File: config.mk
export PLATFORM = sky130hd
export DESIGN_NAME = contador_eventos
export DESIGN_NICKNAME = d
export VERILOG_FILES = /design/src/rtl/contador_pkg.sv /design/src/rtl/edge_sync.sv /design/src/rtl/contador_eventos.sv
export SDC_FILE = /design/constraint.sdc
export NUM_CORES = 1
export LEC_CHECK = 0
export CAP_MARGIN = 20
export CORE_AREA = 2 2 39 41
export CTS_BUF_LIST = sky130_fd_sc_hd__clkbuf_4 sky130_fd_sc_hd__clkbuf_8 sky130_fd_sc_hd__clkbuf_16
export DETAILED_ROUTE_END_ITERATION = 7
export DIE_AREA = 0 0 41 43
export REMOVE_ABC_BUFFERS = 1
export SLEW_MARGIN = 20
export SYNTH_ARGS = -nofsm -noshare
export SYNTH_HDL_FRONTEND = slang
export SYNTH_SLANG_ARGS = --single-unit
File: constraint.sdc
create_clock -name clk -period 3.8 [get_ports clk]
set_clock_uncertainty 0.05 [all_clocks]
set_input_delay 0.76 -clock clk [delete_from_list [all_inputs] [get_ports clk]]
set_output_delay 0.76 -clock clk [all_outputs]
set_load 0.005 [all_outputs]
File: src/rtl/contador_pkg.sv
// contador_pkg: shared defaults, direction encoding and load clamping for
// the contador_eventos event counter.
package contador_pkg;

    // Default geometry: a decade counter in a 4-bit register.
    localparam int unsigned WIDTH_DEF  = 4;
    localparam int unsigned MODULO_DEF = 10;

    // Encoding of the 'up' input.
    localparam logic DIR_UP = 1'b1;
    localparam logic DIR_DN = 1'b0;

    // Load values at or above the modulo saturate to the top of the range,
    // so the count register never holds an out-of-range value.
    function automatic int unsigned clamp_load(input int unsigned val,
                                               input int unsigned modulo);
        return (val < modulo) ? val : modulo - 1;
    endfunction

endpackage

File: src/rtl/edge_sync.sv
// edge_sync: rising-edge detector on the event line.
// Build option: define CONTADOR_EVENTOS_SYNC_EN to add a two-flop
// synchronizer ahead of the detector for an event line that is not
// synchronous to clk (adds two cycles of latency).
// All flops reset to 1 so a line that is already high when reset is
// released is not mistaken for a fresh event.
module edge_sync (
    input  logic clk,
    input  logic r,
    input  logic ev,
    output logic pulse
);

    logic ev_s;
    logic ev_d;

`ifdef CONTADOR_EVENTOS_SYNC_EN
    logic sync1;
    logic sync2;

    // Two-flop synchronizer bringing ev into the clk domain.
    always_ff @(posedge clk or posedge r) begin
        if (r) begin
            sync1 <= 1'b1;
            sync2 <= 1'b1;
        end else begin
            sync1 <= ev;
            sync2 <= sync1;
        end
    end

    assign ev_s = sync2;
`else
    assign ev_s = ev;
`endif

    // Delayed copy of the sampled event; updates regardless of enable so a
    // suppressed event is consumed rather than deferred.
    always_ff @(posedge clk or posedge r) begin
        if (r) begin
            ev_d <= 1'b1;
        end else begin
            ev_d <= ev_s;
        end
    end

    assign pulse = ev_s & ~ev_d;

endmodule

File: src/rtl/contador_eventos.sv
// contador_eventos: modulo-MODULO up/down event counter with synchronous
// load, count enable, one-cycle terminal-count pulse and sticky overflow.
// Build option: CONTADOR_EVENTOS_SYNC_EN (see edge_sync) inserts an input
// synchronizer on ev.
// Priority per edge: load, then counting, then hold. A load discards any
// event arriving on the same edge and clears tc and ovf.
module contador_eventos
    import contador_pkg::*;
#(
    parameter int unsigned WIDTH  = WIDTH_DEF,
    parameter int unsigned MODULO = MODULO_DEF
) (
    input  logic             clk,
    input  logic             r,
    input  logic             ev,
    input  logic             en,
    input  logic             up,
    input  logic             ld,
    input  logic [WIDTH-1:0] ld_val,
    input  logic             clr_ovf,
    output logic [WIDTH-1:0] cnt,
    output logic             tc,
    output logic             ovf
);

    localparam logic [WIDTH-1:0] MAX = WIDTH'(MODULO - 1);

    logic             pulse;
    logic             step;
    logic             wrap;
    logic [WIDTH-1:0] nxt;

    edge_sync u_edge_sync (
        .clk   (clk),
        .r     (r),
        .ev    (ev),
        .pulse (pulse)
    );

    // Next count and wrap detection; the wrap compares against the range
    // ends so no intermediate value ever reaches MODULO.
    always_comb begin
        step = ~ld & en & pulse;
        wrap = 1'b0;
        nxt  = cnt;
        if (up == DIR_UP) begin
            wrap = step & (cnt == MAX);
            nxt  = (cnt == MAX) ? '0 : cnt + WIDTH'(1);
        end else begin
            wrap = step & (cnt == '0);
            nxt  = (cnt == '0) ? MAX : cnt - WIDTH'(1);
        end
    end

    // Count register, terminal-count pulse and sticky overflow (set beats clear).
    always_ff @(posedge clk or posedge r) begin
        if (r) begin
            cnt <= '0;
            tc  <= 1'b0;
            ovf <= 1'b0;
        end else if (ld) begin
            cnt <= WIDTH'(clamp_load(32'(ld_val), MODULO));
            tc  <= 1'b0;
            ovf <= 1'b0;
        end else begin
            tc <= wrap;
            if (step) begin
                cnt <= nxt;
            end
            if (wrap) begin
                ovf <= 1'b1;
            end else if (clr_ovf) begin
                ovf <= 1'b0;
            end
        end
    end

endmodule
==> results of run 1 <==
-- routing by layer --
layer	up-vias	global-route usage, %	share of wire [%]
met1	217	19.14	46
met2	17	20.94	47
li1	226	-	-
met3	0	3.141	7.3
met4	0	8.000	0
met5	-	0	0
-- state kept, by name, indices dropped and copies added (netlist names) --
| signal | cells |
|---|---|
| u_edge_sync.ev_d | 1 |
| cnt | 4 |
| tc | 1 |
| ovf | 1 |
-- power by group through the flow --
stage	clock [mW]	sequential, mW	combinational [mW]
after floorplan	0	0.0895	0.0209
after global placement	0	0.0919	0.0472
after detailed placement	0	0.0920	0.0472
after CTS	0.0768	0.0907	0.0474
after global routing	0.0838	0.0924	0.0524
final	0.0741	0.0908	0.0469
-- worst reg2reg max path, stage by stage (launching register included) --
cell,delay [ns]
dfrtp_1,0.46
or4_1,0.55
a31oi_1,0.17
o21ai_1,0.09
a21oi_1,0.14
-- cell type report --
cell class | count | area [um^2]
clock buffer | 4 | 30.03
fill | 152 | 748.2
inverter | 3 | 11.26
tap | 16 | 20.02
multi-input combinational | 39 | 237.7
timing repair buffer | 16 | 160.2
sequential | 7 | 176.4
-- cells by family (layout without fill, tap and decap cells) --
family,Yosys count,after routing,share of synthesized area [%]
xor+xnor,1,1,2.035
buf+inv,4,23,3.778
compound gates,23,23,32.27
simple gates,15,15,20.93
flops,7,7,40.99
-- Yosys cell counts --
library cell	instances	area share [%]
a2111oi_0	1	2.0
a21oi_1	4	4.7
a221o_1	1	2.3
a221oi_1	1	2.0
a31o_2	1	2.0
a31oi_1	1	1.5
and2_1	2	2.9
and3_1	1	1.5
and3b_1	1	2.0
buf_2	1	1.2
dfrtp_1	6	35
dfstp_2	1	6.1
inv_1	3	2.6
nand2_1	1	0.87
nand2b_1	1	1.5
nand3b_1	1	1.7
nand4b_1	1	2.0
nor2_1	3	2.6
nor2b_1	2	2.9
nor3_1	1	1.2
o211ai_1	1	1.7
o21a_1	1	1.7
o21ai_0	10	12
o21ai_1	1	1.2
o22ai_1	1	1.5
or4_1	1	1.7
xnor2_1	1	2.0
-- final timing paths --
check / start / to / cells after the start
max: cnt[3]$_DFFE_PP0P_ / cnt[3] / 1
min: ovf$_DFFE_PP0P_ / ovf$_DFFE_PP0P_ / 2
max reg2reg: cnt[1]$_DFFE_PP0P_ / cnt[3]$_DFFE_PP0P_ / 4
min reg2reg: ovf$_DFFE_PP0P_ / ovf$_DFFE_PP0P_ / 2
max in group asynchronous: r / u_edge_sync.ev_d$_DFF_PP1_ / 2
min in group asynchronous: r / cnt[3]$_DFFE_PP0P_ / 2
==> impl_metrics.ini, run 1 <==
[power]
p_int_mw = 0.1557
power_leakage_nw = 0.2484
comb_power_share_pct = 22.2
p_sw_mw = 0.05610
vdd_drop_max_v = 0.00009995
p_total_mw = 0.2118
p_per_area_mw_per_mm2 = 333.3
p_seq_share_pct = 42.9
switching_share_pct = 26.48
p_clk_share_pct = 35.0

[placement]
hpwl_um = 805.1
place_area_um2 = 605.6
dp.cells = 81
routabilityCongestion = 0.8258
post-place-ws_ns = 1.494
portBuffers = 16

[setup_path]
critPathMaxStageDelay_ns = 0.56
critPathSlowestCell = clkdlybuf4s50_1
start_kind = register
cp.arrival_ns = 1.31
worstPathCellList = clkdlybuf4s50_1
path_buf_inv = 1
end_kind = output pin
r2r_slack_ns = 2.27
path_delay_family = buffers and inverters
worstSetupPathType = reg -> out
cp_data_required_time_ns = 2.99
crit_fanout = 10

[route]
drtAntennaViolNets = 0
wl_per_cell_um = 12.20
viasPerCell = 5.412
drt_pass1_iterations = 4
drt_wl_total_um = 1037
drtIter0Drc = 5
drc = 0
vias = 460

[global_route]
grt_pass1_vias = 409
grtUsageTotal_pct = 14.47
grt_pass1_wl_um = 1704
grt_max_degree = 11
antenna_found_initial = 0
overflow = 0

[clock_tree]
clk_pin_slew_ns = 0.05
post_cts_resized = 0
cts_tree = built
post-cts-setup-buffers = 0
worstSkewPairLatency_ns = 0.25
clock_tree.root_cell = clkbuf_4
cts_hold_buf = 0
clock-sinks = 7
clk_path_buf_depth = 2
numCtsBuffers = 3
htree_levels = 1

[finish]
utilization_pct = 45.93
final_nets = 81
antenna_cells = 0
final_common_cell = clkdlybuf4s50_1
final_cell_mix = clkdlybuf4s50_1 (16), o21ai_0 (10), dfrtp_1 (6)
finalInstanceArea_um2 = 635.6
drive_above_1_share_pct = 8.696
area_growth_pct = 47.67
final_cell_count_no_fill = 85

[run]
cap_violations = 0

[yosys]
synth_area_um2 = 430.4
syn_area_per_cell_um2 = 8.608
synth_seq_cells = 7
yosysSeqAreaShare_pct = 40.99
synth.distinct_cells = 27
yosys_warnings = 0
syn_inst = 50

[die]
dieWidth_um = 41
ios = 17
start_util_pct = 31.10
fp.dieH_um = 43
num_rows = 14
dieArea_mm2 = 0.001763
core_region_area_mm2 = 0.001384

[sta]
setup_tns_ns = 0
period_share_pct = 55.76
clock.fmax_mhz = 471.9
relSlewSlack_pct = 76.56
period_needed_ns = 2.119
hold_ws_ns = 0.4991
worst_pin_slew_ns = 0.3427
hold_violations = 0
finalSetupViolations = 0
drv_slew = 0
rsz0062_at_grt = no
setup_ws_ns = 1.681

[worst_hold_path]
min_path_type = reg -> reg

[run_status]
status = completed
Note: power is estimated with default switching activity, not from simulation.
==> run 2: changes to the inputs <==
==> constraint.sdc (replaced) <==
create_clock -name clk -period 1.75 [get_ports clk]
set_clock_uncertainty 0.05 [all_clocks]
set_input_delay 0.35 -clock clk [delete_from_list [all_inputs] [get_ports clk]]
set_output_delay 0.35 -clock clk [all_outputs]
set_load 0.005 [all_outputs]
==> run 2 against run 1 <==
  * Sequential power rose by 120%
  * Flip-flop and latch count unchanged
  * Count of clock-buffer cells in the layout is the same
  * First-iteration DRC count increased to 3.0 times the previous value
  * Global-route usage up 0.086 points
  * Power grew 120%
  * Critical path depth stayed put
  * Worst hold slack lost 0.22 ns
  * Design area rose by 5.1%
  * Non-clock buffer count up 4
  * Critical path type unchanged
  * Critical endpoint is now cnt[1]
  * Largest cell class unchanged
==> impl_metrics.ini, run 2 (same netlist as run 1, synthesis figures left out) <==
[clock_tree]
cts_tree = built
worstSkewPairLatency_ns = 0.25
clk_path_buf_depth = 2
clock-sinks = 7
clock_tree.root_cell = clkbuf_4
clk_pin_slew_ns = 0.05
post-cts-setup-buffers = 0
htree_levels = 1
cts_hold_buf = 0
post_cts_resized = 0
numCtsBuffers = 3

[setup_path]
cp.arrival_ns = 1.28
critPathMaxStageDelay_ns = 0.55
worstSetupPathType = reg -> out
critPathSlowestCell = clkdlybuf4s50_1
path_buf_inv = 1
start_kind = register
end_kind = output pin
cp_data_required_time_ns = 1.35
path_delay_family = buffers and inverters
crit_fanout = 10
worstPathCellList = clkdlybuf4s50_1

[sta]
finalSetupViolations = 0
clock.fmax_mhz = 596.8
drv_slew = 0
hold_violations = 0
period_needed_ns = 1.676
rsz0062_at_grt = no
relSlewSlack_pct = 76.41
period_share_pct = 95.74
worst_pin_slew_ns = 0.3449

[die]
core_region_area_mm2 = 0.001384
start_util_pct = 31.10
num_rows = 14
dieArea_mm2 = 0.001763
dieWidth_um = 41
fp.dieH_um = 43
ios = 17

[finish]
drive_above_1_share_pct = 16.44
area_growth_pct = 55.23
final_nets = 85
register_area_um2 = 178.9
finalInstanceArea_um2 = 668.1
antenna_cells = 0
fill_cells = 145
utilization_pct = 48.28
final_cell_count_no_fill = 89
largest_reg_flops = 4
final_common_cell = clkdlybuf4s50_1
final_cell_mix = clkdlybuf4s50_1 (16), o21ai_0 (10)
regMostFlops = cnt
multiInputGateArea_um2 = 237.7

[route]
drtIter0Drc = 15
drtAntennaViolNets = 0
drc = 0
wl_per_cell_um = 12.20
drt_wl_total_um = 1086
viasPerCell = 5.393
drt_pass1_iterations = 4
vias = 480

[power]
p_seq_share_pct = 42.4
p_int_mw = 0.3454
switching_share_pct = 26.09
p_total_mw = 0.4673
p_clk_share_pct = 34.0
p_sw_mw = 0.1219
p_per_area_mw_per_mm2 = 699.4
vdd_drop_max_v = 0.0002231
comb_power_share_pct = 23.5
power_leakage_nw = 0.2662

[worst_hold_path]
min_path_type = in -> async

[placement]
hpwl_um = 840.1
routabilityCongestion = 0.8584
dp.cells = 85
portBuffers = 16
place_area_um2 = 635.6

[global_route]
grt_max_degree = 11
grtUsageTotal_pct = 14.56
grt_pass1_vias = 392
overflow = 0
antenna_found_initial = 0
grt_pass1_wl_um = 1676

[run_status]
status = completed

[run]
cap_violations = 0
run 2: through the flow:
step	hold WS (ns)	setup TNS, ns	setup WS, ns
finish	0.2806	0	0.07449
global route	0.3133	0	0.009958
CTS	0.2950	0	0.03736
detailed placement	0.4899	-0.1486	-0.08947
global placement	0.4792	-0.04211	-0.04211
floorplan	0.1027	0	0.3204
run 2: worst paths after layout:
kind	end	cells after the start	from	slack, ns
hold / removal	tc$_DFF_PP0_	2	r	0.28
setup / recovery	cnt[1]	1	cnt[1]$_DFFE_PP0P_	0.07
setup reg to reg	cnt[3]$_DFFE_PP0P_	4	cnt[1]$_DFFE_PP0P_	0.22
hold reg to reg	ovf$_DFFE_PP0P_	2	ovf$_DFFE_PP0P_	0.49
max in group asynchronous	u_edge_sync.ev_d$_DFF_PP1_	2	r	1.11
min in group clk	ovf$_DFFE_PP0P_	2	ovf$_DFFE_PP0P_	0.49
run 2: power groups by stage:
stage | clock (mW) | sequential, mW | combinational, mW
2_1_floorplan | 0 | 0.194 | 0.0454
3_3_place_gp | 0 | 0.200 | 0.110
3_5_place_dp | 0 | 0.200 | 0.110
4_1_cts | 0.166 | 0.197 | 0.111
5_1_grt | 0.178 | 0.202 | 0.122
6_report | 0.159 | 0.198 | 0.110
run 2: layout make-up:
type,instances,area share (%)
multi-input cells,39,35.58
repair buffers,20,28.46
flip-flops and latches,7,26.78
clock buffers,4,4.494
well taps,16,2.996
inverters,3,1.685
run 2: layer usage:
layer  vias to the layer above  share of wire, %  global-route usage [%]
li1                        234                 -                       -
met1                       220                41                   19.41
met2                        24                47                   19.69
met3                         2                11                   3.665
met4                         0              0.83                   10.00
met5                         -                 0                       0
==> run 3: changes to the inputs <==
--- a/config.mk
+++ b/config.mk
@@ -10,6 +10,7 @@
 export CTS_BUF_LIST = sky130_fd_sc_hd__clkbuf_4 sky130_fd_sc_hd__clkbuf_8 sky130_fd_sc_hd__clkbuf_16
 export DETAILED_ROUTE_END_ITERATION = 7
 export DIE_AREA = 0 0 41 43
+export GPL_ROUTABILITY_DRIVEN = 0
 export REMOVE_ABC_BUFFERS = 1
 export SLEW_MARGIN = 20
 export SYNTH_ARGS = -nofsm -noshare
==> results of run 3 <==
The final DEF is identical to that of run 2; final timing and power are the same.
